`src/rtl/leitor_vetor_mem.sv`:
```
// leitor_vetor_mem: memory-scan accelerator that reads a byte vector,
// accumulates sum/max and writes the sum back to memory.
// Ports:
//   clock, reset           : clock, sync active-high reset
//   start                  : one-cycle request, taken only when idle
//   base, tamanho, destino : vector start, length, write-back address
//   busy, done             : job in flight / one-cycle completion pulse
//   soma, maximo, estouro  : running sum, unsigned max, sticky carry
//   memRead, memWrite      : memory port enables (never both high)
//   endereco, escreveDado  : memory address / write data
//   leDado                 : memory read data
module leitor_vetor_mem #(
  parameter int DATA_W = 8,
  parameter int ADDR_W = 8
) (
  input  logic              clock,
  input  logic              reset,
  input  logic              start,
  input  logic [ADDR_W-1:0] base,
  input  logic [ADDR_W-1:0] tamanho,
  input  logic [ADDR_W-1:0] destino,
  output logic              busy,
  output logic              done,
  output logic [DATA_W-1:0] soma,
  output logic [DATA_W-1:0] maximo,
  output logic              estouro,
  output logic              memRead,
  output logic              memWrite,
  output logic [ADDR_W-1:0] endereco,
  output logic [DATA_W-1:0] escreveDado,
  input  logic [DATA_W-1:0] leDado
);

  typedef enum logic [1:0] {
    IDLE,
    LER,
    ESCREVER
  } state_t;

  state_t state_q, state_d;

  logic [ADDR_W-1:0] base_q, base_d;
  logic [ADDR_W-1:0] tam_q, tam_d;
  logic [ADDR_W-1:0] dest_q, dest_d;
  logic [ADDR_W-1:0] idx_q, idx_d;
  logic              busy_q, busy_d;
  logic              done_q, done_d;
  logic [DATA_W-1:0] soma_q, soma_d;
  logic [DATA_W-1:0] max_q, max_d;
  logic              est_q, est_d;
  logic              rd_q, rd_d;
  logic              wr_q, wr_d;
  logic [ADDR_W-1:0] addr_q, addr_d;
  logic [DATA_W-1:0] wd_q, wd_d;

  // One extra bit catches the carry out of the accumulator.
  logic [DATA_W:0]   add;
  logic [DATA_W-1:0] max_n;
  logic              last;

  assign add   = {1'b0, soma_q} + {1'b0, leDado};
  assign max_n = (leDado > max_q) ? leDado : max_q;
  assign last  = (idx_q == tam_q - ADDR_W'(1));

  always_comb begin
    state_d = state_q;
    base_d  = base_q;
    tam_d   = tam_q;
    dest_d  = dest_q;
    idx_d   = idx_q;
    busy_d  = busy_q;
    done_d  = 1'b0;
    soma_d  = soma_q;
    max_d   = max_q;
    est_d   = est_q;
    rd_d    = rd_q;
    wr_d    = wr_q;
    addr_d  = addr_q;
    wd_d    = wd_q;
    unique case (state_q)
      IDLE: begin
        if (start) begin
          base_d = base;
          tam_d  = tamanho;
          dest_d = destino;
          idx_d  = '0;
          soma_d = '0;
          max_d  = '0;
          est_d  = 1'b0;
          busy_d = 1'b1;
          if (tamanho != '0) begin
            addr_d  = base;
            rd_d    = 1'b1;
            state_d = LER;
          end else begin
            addr_d  = destino;
            wd_d    = '0;
            wr_d    = 1'b1;
            state_d = ESCREVER;
          end
        end
      end
      LER: begin
        // leDado holds element idx_q, captured on the falling edge.
        soma_d = add[DATA_W-1:0];
        est_d  = est_q | add[DATA_W];
        max_d  = max_n;
        if (last) begin
          rd_d    = 1'b0;
          wr_d    = 1'b1;
          addr_d  = dest_q;
          wd_d    = add[DATA_W-1:0];
          state_d = ESCREVER;
        end else begin
          addr_d = base_q + idx_q + ADDR_W'(1);
          idx_d  = idx_q + ADDR_W'(1);
        end
      end
      ESCREVER: begin
        wr_d    = 1'b0;
        busy_d  = 1'b0;
        done_d  = 1'b1;
        state_d = IDLE;
      end
      default: state_d = IDLE;
    endcase
  end

  always_ff @(posedge clock) begin
    if (reset) begin
      state_q <= IDLE;
      base_q  <= '0;
      tam_q   <= '0;
      dest_q  <= '0;
      idx_q   <= '0;
      busy_q  <= 1'b0;
      done_q  <= 1'b0;
      soma_q  <= '0;
      max_q   <= '0;
      est_q   <= 1'b0;
      rd_q    <= 1'b0;
      wr_q    <= 1'b0;
      addr_q  <= '0;
      wd_q    <= '0;
    end else begin
      state_q <= state_d;
      base_q  <= base_d;
      tam_q   <= tam_d;
      dest_q  <= dest_d;
      idx_q   <= idx_d;
      busy_q  <= busy_d;
      done_q  <= done_d;
      soma_q  <= soma_d;
      max_q   <= max_d;
      est_q   <= est_d;
      rd_q    <= rd_d;
      wr_q    <= wr_d;
      addr_q  <= addr_d;
      wd_q    <= wd_d;
    end
  end

  assign busy        = busy_q;
  assign done        = done_q;
  assign soma        = soma_q;
  assign maximo      = max_q;
  assign estouro     = est_q;
  assign memRead     = rd_q;
  assign memWrite    = wr_q;
  assign endereco    = addr_q;
  assign escreveDado = wd_q;

endmodule
```
`config.mk`:
```
export PLATFORM = sky130hd
export DESIGN_NAME = leitor_vetor_mem
export DESIGN_NICKNAME = d
export VERILOG_FILES = /design/src/rtl/leitor_vetor_mem.sv
export SDC_FILE = /design/constraint.sdc
export NUM_CORES = 1
export LEC_CHECK = 0
export CORE_UTILIZATION = 60
export DETAILED_ROUTE_END_ITERATION = 8
export DONT_BUFFER_PORTS = 1
export PLACE_DENSITY = 0.8
export SKIP_LAST_GASP = 1
export SLEW_MARGIN = 20
export SYNTH_ARGS = -nofsm -noshare
export SYNTH_HDL_FRONTEND = slang
export SYNTH_SLANG_ARGS = --single-unit
export TNS_END_PERCENT = 100
```
`constraint.sdc`:
```
create_clock -name clock -period 2.6 [get_ports clock]
set_input_delay 0.39 -clock clock [delete_from_list [all_inputs] [get_ports clock]]
set_output_delay 0.39 -clock clock [all_outputs]
set_load 0.01 [all_outputs]
```
==> impl_results.md <==
- Count of cell types in the netlist: 53
- CTS clk-pin slew, worst paths: 0.08 ns
- H-tree depth: 3
- Iter 0 DRT Violations: 284
- Fin Hold WS: around 0.11 ns
- Commonest non-fill, non-tap cells in the layout: nand2_1 (85), dfxtp_1 (71), a21oi_1 (49), inv_1 (26)
- Pwr per Cell Area: ~560 nW/um2
- Synthesized cell area: between 4000 and 5000 um2
- Minimum clock period: 2.46 ns
- Synth Flop Type: dfxtp_1
- Share of cells above drive strength 1: 10.2%
- CTS resizes: 0
- Worst slew pin tran: roughly 0.73 ns
- Core Area: roughly 6400 um2
- Int Power: 0.00171 W
- Cts bufs inserted: 9
- CP Data Arrival Time: 2.74 ns
- Hpwl dp: 7280 um
- RSZ-0062 raised after global routing: true
- Global-route wire length before repair: 16500 um
- FFs w/ async S/R, synth: 0%
- Die Y: approximately 84 um
- CTS Buffer Depth: 2
- Static Leakage: 1.73 nW
- Status: complete, no violations
- Slew Limit Fails: 0
- Clock Tree Root: clkbuf_8
- Seq pwr share: between 50% and 60%
- Sequential area share after synthesis: 35.4%
- Routed Wire Length: 10000 um
- Setup bufs post-CTS: 0
- Period utilization: 94.5%
- Syn avg cell area: 8.18 um2
- GR Util All Layers: 29.6%
- Drt wl/cell: around 18 um
- Total chip power: ~0.0024 W
- Fin nets: 549
- Worst hold path type: in2reg
- Fmax: 0.407 GHz
- Maximum vdd drop: 0.404 mV
- Drt first pass iters: 5
- Commonest non-fill, non-tap cell in the layout: nand2_1
- Final Wtd Congestion: 0.920
- Die area: 7010 um2
- Setup Total Neg Slack: 0 ns
- Net Count, Synth: 552
- Number of synthesized flops with an enable pin: 0
- CTS Hold Buffers Added: 0
- CP Capture Type: flop
- Area delta synth->final: 6.90%
- Initial antenna violation count: 0
- I/O pins: 72
- Routed Antenna Nets: 0
- Seq cells post-synth: 71
- Initial core utilization: 62.8%
- Antenna cells: 0
- # DRC: 0
- Syn Inst Count: 490
- Final hold vios: 0
- YS warnings: 0
- Vias per std cell: between 6 and 7
- Row cnt: 29
- # port buffers: 0
- Net Switching: 0.000703 W
- Worst-Skew Late Latency: 0.35 ns
- Total grt overflow: 0
- Worst Skew: 0.00815 ns
- Vias in the first global route: 3362
- Largest net degree at the start of global routing: 57
- Critical path required time: 2.88 ns
- Routed vias: 3611
- Final setup viols: 0
- Critical path class: reg2reg
- R2R setup slack: 0.14 ns
- Largest fanout on the critical path: 6
- Sw frac: just under 30%
- MaxCap Viol Count: 0
- CTS tree: done
- Logic gate share of total power: 16.5%
- Clk pwr share: 33.2%
- Slew HR: 51.4%
- Clock net sink count: just over 70
- Die Wd: 83.8 um
- Startpoint types: flop
==> final cells by class <==
class                   count  area (um2)
multi-input cells         366        2400
fillers                   523        2100
flip-flops and latches     71        1420
clock buffers              13         159
repair buffers             13        97.6
inverters                  26        97.6
well taps                  77        96.3
clock inverters             3        17.5
==> registers in the layout, summed over array words and instances, names as in the netlist <==
| register | count |
|---|---|
| memRead | 1 |
| done | 1 |
| tam_q | 8 |
| estouro | 1 |
| busy | 1 |
| idx_q | 8 |
| state_q | 2 |
| memWrite | 1 |
| dest_q | 8 |
| endereco | 8 |
| maximo | 8 |
| escreveDado | 8 |
| soma | 8 |
| base_q | 8 |
==> metrics by stage <==
stage | instances | util (%) | area (um2) | setup WS (ns)
global route | 569 | 67.1 | 4290 | -0.00345
global placement | 553 | 64.2 | 4100 | 0.200
CTS | 569 | 66.9 | 4270 | 0.0140
detailed placement | 553 | 64.2 | 4100 | 0.0305
floorplan | 490 | - | 4010 | 0.279
finish | 569 | 67.1 | 4290 | 0.142
==> critical path, cell delays in order, from the launching register on <==
cell     delay [ns]
dfxtp_1        0.39
inv_1          0.06
ha_1           0.21
nor2b_1        0.16
or3_1          0.40
a31oi_2        0.34
nand4_4        0.18
or4_1          0.50
a21oi_1        0.16
==> power groups by stage <==
stage / registers, W / clock network, W / logic, W
2_1_floorplan: 0.00122 / 0 / 0.000326
3_3_place_gp: 0.00123 / 0 / 0.000375
3_5_place_dp: 0.00124 / 0 / 0.000389
4_1_cts: 0.00121 / 0.000819 / 0.000393
5_1_grt: 0.00122 / 0.000861 / 0.000446
6_report: 0.00121 / 0.000799 / 0.000399
==> final timing paths <==
check / to / cells after the start / startpoint
max: escreveDado[5]$_SDFFE_PP0P_ / 8 / tam_q[0]$_SDFFE_PP0P_
min: base_q[7]$_SDFFE_PP0P_ / 1 / reset
max reg2reg: escreveDado[5]$_SDFFE_PP0P_ / 8 / tam_q[0]$_SDFFE_PP0P_
min reg2reg: dest_q[6]$_SDFFE_PP0P_ / 2 / dest_q[6]$_SDFFE_PP0P_
==> routing by layer <==
| layer | vias to the layer above | part of all wire [%] | track usage, % | wire [um] |
|---|---|---|---|---|
| li1 | 1730 | - | - | - |
| met1 | 1729 | 43 | 39.2 | 4360 |
| met2 | 132 | 47 | 46.4 | 4740 |
| met3 | 20 | 7.2 | 7.22 | 718 |
| met4 | 0 | 2.1 | 11.4 | 210 |
| met5 | - | 0 | 0 | 0 |
==> cells in the mapped netlist, drive strengths merged, types with 3 or more instances <==
cell | count | area share (%)
nor2 | 25 | 2.3
or2 | 3 | 0.47
a31oi | 9 | 1.4
nor3 | 12 | 1.6
o2111ai | 3 | 0.66
nand3 | 21 | 2.6
o21a | 8 | 1.5
xnor2 | 16 | 3.5
dfxtp | 71 | 35
and2 | 4 | 0.62
nand4 | 5 | 1.2
a21oi | 49 | 6.1
nor2b | 8 | 1.2
mux2i | 16 | 4.0
buf | 5 | 0.66
nand2 | 85 | 8.0
inv | 26 | 2.4
a31o | 3 | 0.66
nor4 | 4 | 1.0
o21ai | 14 | 1.7
o221ai | 8 | 1.7
clkbuf | 22 | 2.1
ha | 25 | 7.8
nand2b | 3 | 0.47
or3 | 4 | 0.62
and3 | 4 | 0.62
mux2 | 9 | 2.5
==> cells by family (layout without fill, tap and decap cells) <==
family	count (synthesis)	count (layout)	share of synthesized area (%)
compound gates	112	112	18.3
xor+xnor	18	18	3.93
fa+ha+maj	27	27	8.80
buf+inv	53	55	5.15
flops	71	71	35.4
mux	25	25	6.52
simple gates	184	184	21.9
Note: power is estimated with default switching activity, not from simulation.
